`src/rtl/slave_mem_stream_reader_if.sv`:
```
// Mailbox RAM port-2 bus plus outgoing byte stream.
// The reader is master of both.
interface slave_mem_stream_reader_if;
    logic [7:0] mem_address;
    logic       mem_chipselect;
    logic       mem_write;
    logic [7:0] mem_writedata;
    logic       mem_clken;
    logic [7:0] mem_readdata;
    logic [7:0] m_data;
    logic       m_valid;
    logic       m_ready;
    logic       m_last;

    modport master (
        output mem_address, mem_chipselect, mem_write,
        output mem_writedata, mem_clken,
        input  mem_readdata,
        output m_data, m_valid, m_last,
        input  m_ready
    );

    modport slave (
        input  mem_address, mem_chipselect, mem_write,
        input  mem_writedata, mem_clken,
        output mem_readdata,
        input  m_data, m_valid, m_last,
        output m_ready
    );
endinterface

```
`src/rtl/slave_mem_stream_reader.sv`:
```
// Mailbox port-2 job reader: polls doorbell, streams payload,
// writes status and clears the doorbell.
module slave_mem_stream_reader #(
    parameter logic [7:0] CMD_ADDR  = 8'h00,
    parameter logic [7:0] LEN_ADDR  = 8'h01,
    parameter logic [7:0] STAT_ADDR = 8'h02,
    parameter logic [7:0] BUF_BASE  = 8'h10,
    parameter int         POLL_GAP  = 16
) (
    input  logic                            clk,
    input  logic                            reset_n,
    input  logic                            enable,
    input  logic                            abort,
    slave_mem_stream_reader_if.master       bus,
    output logic [7:0]                      cmd_code,
    output logic                            busy,
    output logic                            done_pulse
);

    localparam logic [7:0] BUF_SIZE = 8'(9'd256 - {1'b0, BUF_BASE});
    localparam int         PW       = $clog2(POLL_GAP + 1);

    localparam logic [7:0] ST_OK    = 8'h01;
    localparam logic [7:0] ST_BADL  = 8'h81;
    localparam logic [7:0] ST_ABORT = 8'h82;

    localparam logic [3:0] IDLE    = 4'd0;
    localparam logic [3:0] RD_CMD  = 4'd1;
    localparam logic [3:0] CMD_W   = 4'd2;
    localparam logic [3:0] RD_LEN  = 4'd3;
    localparam logic [3:0] LEN_W   = 4'd4;
    localparam logic [3:0] RD_DAT  = 4'd5;
    localparam logic [3:0] DAT_W   = 4'd6;
    localparam logic [3:0] HOLD    = 4'd7;
    localparam logic [3:0] WR_STAT = 4'd8;
    localparam logic [3:0] CLR_CMD = 4'd9;

    logic [3:0]    state;
    logic [PW-1:0] poll_cnt;
    logic [7:0]    len_q;
    logic [7:0]    idx;
    logic [7:0]    stat_q;
    logic [7:0]    data_q;
    logic          last_q;
    logic          in_job;

    assign in_job = (state >= RD_CMD) && (state <= HOLD);

    always_ff @(posedge clk or negedge reset_n) begin
        if (!reset_n) begin
            state    <= IDLE;
            poll_cnt <= '0;
            cmd_code <= 8'h00;
            len_q    <= 8'h00;
            idx      <= 8'h00;
            stat_q   <= 8'h00;
            data_q   <= 8'h00;
            last_q   <= 1'b0;
        end else if (abort && in_job) begin
            // The byte in HOLD is dropped, not delivered.
            state  <= WR_STAT;
            stat_q <= ST_ABORT;
        end else begin
            case (state)
                IDLE: begin
                    if (!enable) begin
                        poll_cnt <= '0;
                    end else if (poll_cnt == PW'(POLL_GAP - 1)) begin
                        poll_cnt <= '0;
                        state    <= RD_CMD;
                    end else begin
                        poll_cnt <= poll_cnt + 1'b1;
                    end
                end
                RD_CMD: state <= CMD_W;
                CMD_W: begin
                    if (bus.mem_readdata == 8'h00) begin
                        state <= IDLE;
                    end else begin
                        cmd_code <= bus.mem_readdata;
                        state    <= RD_LEN;
                    end
                end
                RD_LEN: state <= LEN_W;
                LEN_W: begin
                    if (bus.mem_readdata == 8'h00 ||
                        bus.mem_readdata > BUF_SIZE) begin
                        stat_q <= ST_BADL;
                        state  <= WR_STAT;
                    end else begin
                        len_q <= bus.mem_readdata;
                        idx   <= 8'h00;
                        state <= RD_DAT;
                    end
                end
                RD_DAT: state <= DAT_W;
                DAT_W: begin
                    data_q <= bus.mem_readdata;
                    last_q <= (idx == len_q - 8'd1);
                    state  <= HOLD;
                end
                HOLD: begin
                    if (bus.m_ready) begin
                        if (last_q) begin
                            stat_q <= ST_OK;
                            state  <= WR_STAT;
                        end else begin
                            idx   <= idx + 8'd1;
                            state <= RD_DAT;
                        end
                    end
                end
                WR_STAT: state <= CLR_CMD;
                CLR_CMD: state <= IDLE;
                default: state <= IDLE;
            endcase
        end
    end

    always_comb begin
        bus.mem_address    = 8'h00;
        bus.mem_chipselect = 1'b0;
        bus.mem_write      = 1'b0;
        bus.mem_writedata  = 8'h00;
        case (state)
            RD_CMD: begin
                bus.mem_address    = CMD_ADDR;
                bus.mem_chipselect = 1'b1;
            end
            RD_LEN: begin
                bus.mem_address    = LEN_ADDR;
                bus.mem_chipselect = 1'b1;
            end
            RD_DAT: begin
                bus.mem_address    = BUF_BASE + idx;
                bus.mem_chipselect = 1'b1;
            end
            WR_STAT: begin
                bus.mem_address    = STAT_ADDR;
                bus.mem_chipselect = 1'b1;
                bus.mem_write      = 1'b1;
                bus.mem_writedata  = stat_q;
            end
            CLR_CMD: begin
                bus.mem_address    = CMD_ADDR;
                bus.mem_chipselect = 1'b1;
                bus.mem_write      = 1'b1;
            end
            default: ;
        endcase
    end

    assign bus.mem_clken = 1'b1;
    assign bus.m_data    = data_q;
    assign bus.m_valid   = (state == HOLD);
    assign bus.m_last    = (state == HOLD) && last_q;
    assign busy          = (state != IDLE);
    assign done_pulse    = (state == WR_STAT);

endmodule
```
`src/flat_wrapper.sv`:
```
// flat-port wrapper written by rule: the top's interface ports become plain ports
module slave_mem_stream_reader_flat 
#(
    parameter logic [7:0] CMD_ADDR  = 8'h00,
    parameter logic [7:0] LEN_ADDR  = 8'h01,
    parameter logic [7:0] STAT_ADDR = 8'h02,
    parameter logic [7:0] BUF_BASE  = 8'h10,
    parameter int         POLL_GAP  = 16
)
  (clk, reset_n, enable, abort, cmd_code, busy, done_pulse, bus_mem_address, bus_mem_chipselect, bus_mem_write, bus_mem_writedata, bus_mem_clken, bus_mem_readdata, bus_m_data, bus_m_valid, bus_m_last, bus_m_ready);
  slave_mem_stream_reader_if bus_i ();
  input  logic clk;
  input  logic reset_n;
  input  logic enable;
  input  logic abort;
  output logic [7:0] cmd_code;
  output logic busy;
  output logic done_pulse;
  output wire logic [$bits(bus_i.mem_address)-1:0] bus_mem_address;
  output wire logic [$bits(bus_i.mem_chipselect)-1:0] bus_mem_chipselect;
  output wire logic [$bits(bus_i.mem_write)-1:0] bus_mem_write;
  output wire logic [$bits(bus_i.mem_writedata)-1:0] bus_mem_writedata;
  output wire logic [$bits(bus_i.mem_clken)-1:0] bus_mem_clken;
  input wire logic [$bits(bus_i.mem_readdata)-1:0] bus_mem_readdata;
  output wire logic [$bits(bus_i.m_data)-1:0] bus_m_data;
  output wire logic [$bits(bus_i.m_valid)-1:0] bus_m_valid;
  output wire logic [$bits(bus_i.m_last)-1:0] bus_m_last;
  input wire logic [$bits(bus_i.m_ready)-1:0] bus_m_ready;
  assign bus_mem_address = bus_i.mem_address;
  assign bus_mem_chipselect = bus_i.mem_chipselect;
  assign bus_mem_write = bus_i.mem_write;
  assign bus_mem_writedata = bus_i.mem_writedata;
  assign bus_mem_clken = bus_i.mem_clken;
  assign bus_i.mem_readdata = bus_mem_readdata;
  assign bus_m_data = bus_i.m_data;
  assign bus_m_valid = bus_i.m_valid;
  assign bus_m_last = bus_i.m_last;
  assign bus_i.m_ready = bus_m_ready;
  slave_mem_stream_reader #(.CMD_ADDR(CMD_ADDR), .LEN_ADDR(LEN_ADDR), .STAT_ADDR(STAT_ADDR), .BUF_BASE(BUF_BASE), .POLL_GAP(POLL_GAP)) u_core (.clk(clk), .reset_n(reset_n), .enable(enable), .abort(abort), .bus(bus_i), .cmd_code(cmd_code), .busy(busy), .done_pulse(done_pulse));
endmodule
```
`config.mk`:
```
export PLATFORM = sky130hd
export DESIGN_NAME = slave_mem_stream_reader_flat
export DESIGN_NICKNAME = d
export VERILOG_FILES = /design/src/rtl/slave_mem_stream_reader_if.sv /design/src/rtl/slave_mem_stream_reader.sv /design/src/flat_wrapper.sv
export SDC_FILE = /design/constraint.sdc
export NUM_CORES = 1
export LEC_CHECK = 0
export ABC_AREA = 1
export BUFFER_PORTS_ARGS = -buffer_cell sky130_fd_sc_hd__buf_2
export CORE_ASPECT_RATIO = 1.75
export CORE_UTILIZATION = 30
export CTS_CLUSTER_SIZE = 14
export DETAILED_ROUTE_END_ITERATION = 8
export GPL_TIMING_DRIVEN = 0
export PLACE_DENSITY_LB_ADDON = 0.08
export SYNTH_ARGS = -nofsm -noshare
export SYNTH_HDL_FRONTEND = slang
export SYNTH_SLANG_ARGS = --single-unit
```
`constraint.sdc`:
```
create_clock -name clk -period 1.6 [get_ports clk]
set_input_delay 0 -clock clk [delete_from_list [all_inputs] [get_ports clk]]
set_output_delay 0 -clock clk [all_outputs]
set_load 0.02 [all_outputs]
```
==> flow_metrics.tcl, run 1 <==
set metrics [dict create \
    fp.coreArea_mm2 0.00842 \
    die_h_um 126 \
    muxShareOfSynthArea 0 \
    cp.required_ns 1.78 \
    ys_warn_count 0 \
    reg2reg_from "u_core.state[1]" \
    hold_viol_final 0 \
    finalSetupTns_ns 0 \
    h-tree-depth 2 \
    rr_worst_depth 8 \
    report.final.slew_viol_count 0 \
    hold_path_class "primary input to register" \
    worstHoldPathCells 3 \
    dr_total_vias 2434 \
    drt_iter0_drc 83 \
    synthAdderAreaFrac 0.0190 \
    seqPwrFrac 0.361 \
    postSynthAreaPerCell_um2 7.06 \
    final_util 0.388 \
    start_kind "register" \
    areaGrowthSynthToFinish_pct 24.3 \
    grt.overflow.total 0 \
    cp_max_fo 10 \
    yosysSeqAreaShare 0.428 \
    endpoint_kind "register" \
    antenna_cells 0 \
    yosys.area.top_type "dfrtp_1" \
    powerDensity_mw_per_mm2 1390 \
    place_hpwl_mm 5.28 \
    avgViaCountPerCell 4.44 \
    cts_root_buffer "clkbuf_16" \
    pin_count 52 \
    gp_congestion 0.775 \
    hold_end "u_core.cmd_code[3]" \
    power.internal_w 0.00267 \
    syn_inst 373 \
    synth-seq-cells 45 \
    die_area_mm2 0.00917 \
    drt-total-wl_mm 6.87 \
    fin_crit_sh 0.973 \
    synth_top_area_share 0.428 \
    nets 449 \
    layout.cells.non_filler 548 \
    cts_sinks 45 \
    max-vdd-ir-drop_mv 1.06 \
    cap_violations 0 \
    synth-simple-area-share 0.342 \
    clock_skew_ns 0.00444 \
    wire_per_inst_um 12.5 \
    dpl.cell_count 537 \
    status "finished clean" \
    p_clk_frac 0.237 \
    drt-pass1-iter-count 4 \
    cts_tree "done" \
    clkTransAtPathRegs_ns 0.07 \
    yosys.area_share.xor_xnor 0.0266 \
    die_x_um 72.8 \
    grt_antenna_before_repair 0 \
    grt_pass1_vias 2362 \
    reg2reg_to "u_core.idx[0]" \
    syn_area_mm2 0.00263 \
    drtAntennaViolNets 0 \
    grt_max_degree 46 \
    fmax_mhz 642 \
    synth_area_leaders "dfrtp_1, nand2_1, nor2_1" \
    worstSkewPairLatency_ns 0.29 \
    path_class "register to register" \
    setup_viol 0 \
    initial_utilization 0.313 \
    synth_compound_area_frac 0.0837 \
    synth.distinct_cells 32 \
    cts_inserted_buffers 5 \
    cp_data_arrival_time_ns 1.74 \
    period_needed_ns 1.56 \
    worst_pin_slew_ns 1.05 \
    power.leakage_nw 1.77 \
    synth_top_family_by_area "simple AND/OR/NAND/NOR gates" \
    io_buffers 45 \
    relSlewSlack 0.298 \
    reg2reg_slack_ns 0.04 \
    swShare 0.415 \
    grt_usage 0.160 \
    switchingPower_w 0.00189 \
    drive_gt1_frac 0.224 \
    grt_setup_unrepaired "true" \
    comb_power_share 0.403 \
    grt_first_pass_wirelength_mm 11.2 \
    route.detailed.drc 0 \
    clk_path_buf_depth 2 \
    min_from "bus_mem_readdata[3]" \
    core.rowCount 44 \
]
==> routing by layer <==
| layer | share of wire | track usage |
|---|---|---|
| met5 | 0 | 0 |
| met4 | 0.023 | 0.0611 |
| met3 | 0.028 | 0.0280 |
| met1 | 0.43 | 0.185 |
| met2 | 0.52 | 0.285 |
==> stage by stage <==
stage / setup WS [ns] / total power, W / cell area (um^2) / hold WS (ns)
after global placement: -0.119 / 0.00340 / 3020 / 0.271
final: 0.0433 / 0.00456 / 3270 / 0.0121
after floorplan: 0.142 / 0.00287 / 2650 / -0.296
after CTS: 0.00483 / 0.00457 / 3210 / 0.00750
after detailed placement: -0.115 / 0.00343 / 3020 / 0.272
after global routing: -0.0548 / 0.00490 / 3270 / 0.0128
==> registers in the layout, indices dropped and copies added (netlist names) <==
register           flops
u_core.bus.m_data      8
u_core.cmd_code        8
u_core.idx             8
u_core.last_q          1
u_core.len_q           8
u_core.poll_cnt        5
u_core.stat_q          3
u_core.state           4
==> synthesized netlist by cell type <==
master       n
nand2_1    127
nor2_1      51
dfrtp_1     45
inv_1       45
o21ai_1     19
nand3_1     16
o21ai_0     16
buf_4        6
ha_1         4
inv_2        4
nand2_2      4
xnor2_1      4
xor2_1       4
buf_2        3
nand4_1      3
nor2_2       3
conb_1       2
nand3_2      2
o21bai_1     2
a21boi_1     1
a21oi_1      1
buf_6        1
clkbuf_1     1
nand2_4      1
nand3b_1     1
nand3b_4     1
nor2_4       1
nor3_1       1
nor3b_1      1
o2111ai_1    1
o41ai_1      1
or2_1        1
==> layout make-up <==
cell class	count	area, um^2
plain buffers	10	81.3
clock buffers	5	125
clock inverters	3	25.0
fillers	932	5150
inverters	49	184
multi-input cells	272	1320
flip-flops and latches	45	1130
well taps	115	144
repair buffers	49	263
==> repair_timing <==
item,in CTS,in global routing
endpoints found under the hold margin,47,0
setup endpoints to repair,31,38
pin swaps,0,1
gates resized for setup,9,23
hold buffers,2,0
setup buffers,0,2
==> logic make-up (layout without fill, tap and decap cells) <==
logic type      Yosys count  after routing
buf+inv                  60            116
fa+ha+maj                 4              4
xor+xnor                  8              8
flops                    45             45
compound gates           41             41
other cells               2              6
simple gates            213            213
==> cell usage in the layout (no fill, tap or decap), drive strengths merged, types with 2 or more instances in the layout <==
cell type    instances
o21ai               35
nand3b               2
nand2              132
xor2                 4
buf                 56
clkbuf               6
o21bai               2
conb                 6
nor2                55
nand3               18
xnor2                4
ha                   4
nand4                3
dlygate4sd3          2
dfrtp               45
inv                 51
==> critical path, cell delays in order, from the launching register on <==
cell and delay, ns:
dfrtp_2 0.45, nor2_4 0.15, nand2_2 0.12, nand2_4 0.10, buf_8 0.15, nand3_2 0.11
nand3b_4 0.23, nand2_1 0.09, nand2_1 0.05
==> worst max path at each step <==
| stage | from | slack [ns] | cells past startpoint | end |
|---|---|---|---|---|
| after floorplan | u_core.state[1] | 0.14 | 5 | bus_mem_writedata[0] |
| after global routing | u_core.state[1] | -0.05 | 8 | u_core.idx[0] |
| after detailed placement | u_core.state[1] | -0.12 | 9 | u_core.state[2] |
| after CTS | u_core.state[2] | 0.005 | 8 | u_core.idx[0] |
| final | u_core.state[1] | 0.04 | 8 | u_core.idx[0] |
| after global placement | u_core.state[1] | -0.12 | 9 | u_core.state[2] |
==> power by group through the flow <==
stage                     logic [W]  clock network [W]  registers (W)
final                       0.00184            0.00108        0.00164
after global routing        0.00206            0.00115        0.00169
after CTS                   0.00180            0.00113        0.00164
after detailed placement    0.00178                  0        0.00165
after global placement      0.00176                  0        0.00165
after floorplan             0.00105                  0        0.00182
(Power assumes the default switching activity.)
==> inputs of run 2 (changes only) <==
==> constraint.sdc (replaced) <==
create_clock -name clk -period 1.7 [get_ports clk]
set_input_delay 0 -clock clk [delete_from_list [all_inputs] [get_ports clk]]
set_output_delay 0 -clock clk [all_outputs]
set_load 0.02 [all_outputs]
==> run 2 against run 1 <==
Cell count down 0.36%. Register-to-register slack better by 0.07 ns. Largest cell class unchanged. Power fell by 7.4%. Highest routed layer unchanged.
==> flow_metrics.tcl, run 2 (same netlist as run 1, synthesis figures left out) <==
set metrics [dict create \
    status "finished clean" \
    areaGrowthSynthToFinish_pct 22.0 \
    drt-total-wl_mm 6.82 \
    dr_total_vias 2418 \
    period_needed_ns 1.60 \
    relSlewSlack 0.298 \
    initial_utilization 0.313 \
    holdWs_ns 0.0106 \
    crit_buf_inv 2 \
    ff_latch_area_mm2 0.00113 \
    clk_path_buf_depth 2 \
    worst_pin_slew_ns 1.05 \
    finalSetupTns_ns 0 \
    fillers 936 \
    fin_crit_sh 0.939 \
    cts_sinks 45 \
    drt-pass1-iter-count 4 \
    grt_antenna_before_repair 0 \
    cp_slowest_cell "dfrtp_2" \
    cts_tree "done" \
    gp_congestion 0.775 \
    endpoint_kind "output port" \
    die_area_mm2 0.00917 \
    clock_skew_ns 0.00551 \
    start_kind "register" \
    route.detailed.drc 0 \
    final_util 0.381 \
    multi_input_area_mm2 0.00129 \
    avgViaCountPerCell 4.43 \
    power.leakage_nw 1.74 \
    h-tree-depth 2 \
    die_h_um 126 \
    cts_inserted_buffers 5 \
    grt_first_pass_wirelength_mm 11.2 \
    grt_usage 0.160 \
    drive_gt1_frac 0.197 \
    setup_viol 0 \
    reg2reg_slack_ns 0.11 \
    cp_max_fo 6 \
    nets 447 \
    drtAntennaViolNets 0 \
    cts_root_buffer "clkbuf_16" \
    cp-startpoint "u_core.state[1]" \
    layout_common_cells "nand2_1, nor2_1, buf_2" \
    min_from "bus_mem_readdata[1]" \
    hold_viol_final 0 \
    grt_max_degree 46 \
    wire_per_inst_um 12.5 \
    powerDensity_mw_per_mm2 1310 \
    clkTransAtPathRegs_ns 0.07 \
    max-vdd-ir-drop_mv 0.993 \
    grt_pass1_vias 2370 \
    cap_violations 0 \
    fp.coreArea_mm2 0.00842 \
    cp_data_arrival_time_ns 1.60 \
    cts_setup_buffers 0 \
    report.final.slew_viol_count 0 \
    path_class "register to output port" \
    worstSkewPairLatency_ns 0.29 \
    hold_path_class "primary input to register" \
    path_delay_family "flip-flops" \
    core.rowCount 44 \
    place_hpwl_mm 5.28 \
    finalPower_w 0.00422 \
    cp_cell_sequence "nor2_4 -> nand2_2 -> nor2_1 -> inv_1 -> o2111ai_1 -> buf_2" \
    fmax_mhz 626 \
    max_stage_delay_ns 0.45 \
    die_x_um 72.8 \
    antenna_cells 0 \
    drt_iter0_drc 82 \
    cp.required_ns 1.70 \
    layout_commonest_cell "nand2_1" \
    pin_count 52 \
    io_buffers 45 \
    reg2reg_from "u_core.state[3]" \
    grt.overflow.total 0 \
]
==> run 2: cell types whose count changed in the layout (fill, tap and decap cells not counted), sizes merged <==
cell | before | now
buf | 56 | 54
==> run 2: worst register-to-register path: cells and delay by family (launching register included) <==
family / cells / cell delay, ns
flip-flops: 1 / 0.46
AND/OR/NAND/NOR: 7 / 1.03
==> run 2: final timing paths <==
kind                                      end  cells after the start
setup / recovery           bus_mem_chipselect                      6
hold / removal                u_core.len_q[1]                      3
setup reg to reg                u_core.idx[4]                      7
hold reg to reg              u_core.stat_q[1]                      2
max in group asynchronous     u_core.state[2]                      2
min in group asynchronous  u_core.poll_cnt[4]                      2
==> run 2: where the power goes <==
part	switching [W]	total, W	internal [W]
Sequential	0.000199	0.00154	0.00134
Combinational	0.00109	0.00166	0.000571
Clock	0.000461	0.00102	0.000556
==> run 2: layer usage <==
| layer | vias up | track usage | routed length (um) |
|---|---|---|---|
| li1 | 1246 | - | - |
| met1 | 1121 | 0.186 | 2900 |
| met2 | 44 | 0.287 | 3620 |
| met3 | 7 | 0.0272 | 177 |
| met4 | 0 | 0.0611 | 125 |
| met5 | - | 0 | 0 |
==> run 2: final cells by class <==
class | count | area share
buffer | 10 | 0.0226
sequential | 45 | 0.351
clock buffer | 5 | 0.0390
timing repair buffer | 47 | 0.0764
multi-input combinational | 272 | 0.401
inverter | 49 | 0.0573
tap | 115 | 0.0448
clock inverter | 3 | 0.00779
==> run 2: through the flow <==
| step | setup WS [ns] | area, um^2 | cells |
|---|---|---|---|
| finish | 0.104 | 3210 | 546 |
| global route | -0.00289 | 3210 | 546 |
| CTS | 0.0112 | 3190 | 547 |
| detailed placement | -0.0153 | 3020 | 537 |
| global placement | -0.0189 | 3020 | 537 |
| floorplan | 0.242 | 2650 | 377 |
==> run 2: repair_timing <==
item,in CTS,in global routing
hold buffers,2,0
gates resized for setup,1,12
setup endpoints to repair,2,22
hold endpoints to repair,47,0
==> inputs of run 3 (changes only) <==
--- a/config.mk
+++ b/config.mk
@@ -13,6 +13,7 @@
 export DETAILED_ROUTE_END_ITERATION = 8
 export GPL_TIMING_DRIVEN = 0
 export PLACE_DENSITY_LB_ADDON = 0.08
+export REMOVE_ABC_BUFFERS = 1
 export SYNTH_ARGS = -nofsm -noshare
 export SYNTH_HDL_FRONTEND = slang
 export SYNTH_SLANG_ARGS = --single-unit
==> run 3 against run 2 <==
Clock-buffer cell count unchanged. Core utilization decreased by 0.34 points. Critical path depth unchanged. Global-route usage about the same. Via count decreased by 1.4%. Critical path type unchanged.
==> flow_metrics.tcl, run 3 (same netlist as run 1, synthesis figures left out) <==
set metrics [dict create \
    endpoint_kind "output port" \
    hold_path_class "primary input to register" \
    dr_total_vias 2384 \
    report.final.slew_viol_count 0 \
    cts_root_buffer "clkbuf_16" \
    avgViaCountPerCell 4.44 \
    switchingPower_w 0.00170 \
    pin_count 52 \
    cts_tree "done" \
    finalPower_w 0.00429 \
    hold_viol_final 0 \
    layout.cells.non_filler 537 \
    grt_pass1_vias 2281 \
    cts_sinks 45 \
    path_class "register to output port" \
    cp.required_ns 1.70 \
    period_needed_ns 1.62 \
    fin_crit_sh 0.951 \
    io_buffers 45 \
    drtAntennaViolNets 0 \
    cp_data_arrival_time_ns 1.62 \
    drive_gt1_frac 0.185 \
    status "finished clean" \
    swShare 0.396 \
    wire_per_inst_um 12.2 \
    grt_antenna_before_repair 0 \
    worst_pin_slew_ns 1.07 \
    comb_power_share 0.380 \
    clock_skew_ns 0.00450 \
    fmax_mhz 618 \
    max-vdd-ir-drop_mv 0.760 \
    route.detailed.drc 0 \
    clk_path_buf_depth 2 \
    drt-total-wl_mm 6.53 \
    cts_setup_buffers 0 \
    areaGrowthSynthToFinish_pct 20.9 \
    clkTransAtPathRegs_ns 0.06 \
    grt_first_pass_wirelength_mm 11.2 \
    holdWs_ns 0.00850 \
    cts_inserted_buffers 5 \
    grt_max_degree 46 \
    antenna_cells 0 \
    p_clk_frac 0.262 \
    cp_max_fo 6 \
    initial_utilization 0.313 \
    grt_usage 0.161 \
    drt-pass1-iter-count 4 \
    worstSkewPairLatency_ns 0.29 \
    cap_violations 0 \
    h-tree-depth 2 \
    dpl.cell_count 526 \
    powerDensity_mw_per_mm2 1350 \
    power.internal_w 0.00259 \
    gp_congestion 0.894 \
    power.leakage_nw 1.72 \
    setup_viol 0 \
    seqPwrFrac 0.359 \
    relSlewSlack 0.284 \
    layout_commonest_cell "nand2_1" \
    fp.coreArea_mm2 0.00842 \
    die_x_um 72.8 \
    place_hpwl_mm 4.94 \
    drt_iter0_drc 85 \
    layout_common_cells "nand2_1, nor2_1, buf_2" \
    core.rowCount 44 \
    grt.overflow.total 0 \
    die_area_mm2 0.00917 \
    start_kind "register" \
    grt_setup_unrepaired "true" \
    die_h_um 126 \
    nets 438 \
]
[run 3: changes by cell type in the layout (fill, tap and decap cells not counted), moves of 2 or more]
cell,previous run,this run
buf_2,46,44
inv_1,45,43
inv_6,2,0
nand3_2,3,1
buf_4,7,1
inv_2,4,6
[run 3: repair_timing]
item                                   4_1_cts  5_1_grt
setup endpoints to repair                   29       30
resized for setup                            1       14
hold buffers                                 3        0
cloned                                       0        0
endpoints found under the hold margin       48        0
[run 3: path summary, 6_finish.rpt]
| kind | from | endpoint | slack [ns] | depth (start not counted) |
|---|---|---|---|---|
| worst min register to register | u_core.stat_q[1] | u_core.stat_q[1] | 0.47 | 2 |
| worst max-delay path | u_core.state[3] | bus_m_last | 0.08 | 6 |
| max in group asynchronous | reset_n | u_core.state[2] | 0.52 | 2 |
| worst min-delay path | bus_mem_readdata[3] | u_core.len_q[3] | 0.009 | 3 |
| worst max register to register | u_core.state[3] | u_core.idx[3] | 0.12 | 8 |
| min in group asynchronous | reset_n | u_core.idx[3] | 0.46 | 2 |
[run 3: power by group through the flow]
stage / registers [W] / logic, W / clock network (W)
floorplan: 0.00171 / 0.000950 / 0
global placement: 0.00155 / 0.00159 / 0
detailed placement: 0.00155 / 0.00161 / 0
global route: 0.00158 / 0.00186 / 0.00121
finish: 0.00154 / 0.00163 / 0.00112
CTS: 0.00153 / 0.00163 / 0.00117
[run 3: per-stage QoR]
step	TNS (ns)	setup slack [ns]	cell area, um^2	util
floorplan	0	0.183	2570	-
detailed placement	-3.36	-0.190	2940	0.349
CTS	0	0.00846	3150	0.373
global placement	-3.17	-0.200	2940	0.349
global route	-0.0536	-0.0241	3180	0.378
finish	0	0.0830	3180	0.378
[run 3: routing by layer]
metal  wire length, um  track usage
met4               164       0.0681
met1              2750        0.185
met5                 0            0
met2              3390        0.285
met3               226       0.0280
[run 3: final cells by class]
| class | instances | area (um^2) |
|---|---|---|
| clock buffers | 5 | 125 |
| clock inverters | 3 | 46.3 |
| fillers | 924 | 5240 |
| inverters | 49 | 184 |
| multi-input cells | 272 | 1300 |
| flip-flops and latches | 45 | 1130 |
| well taps | 115 | 144 |
| repair buffers | 48 | 258 |
[run 3: critical path, cell delays in order, from the launching register on]
cell and delay (ns):
dfrtp_1 0.47, inv_1 0.14, nand2_1 0.11, nor2_2 0.19, nand2_1 0.17, inv_1 0.09
buf_2 0.16
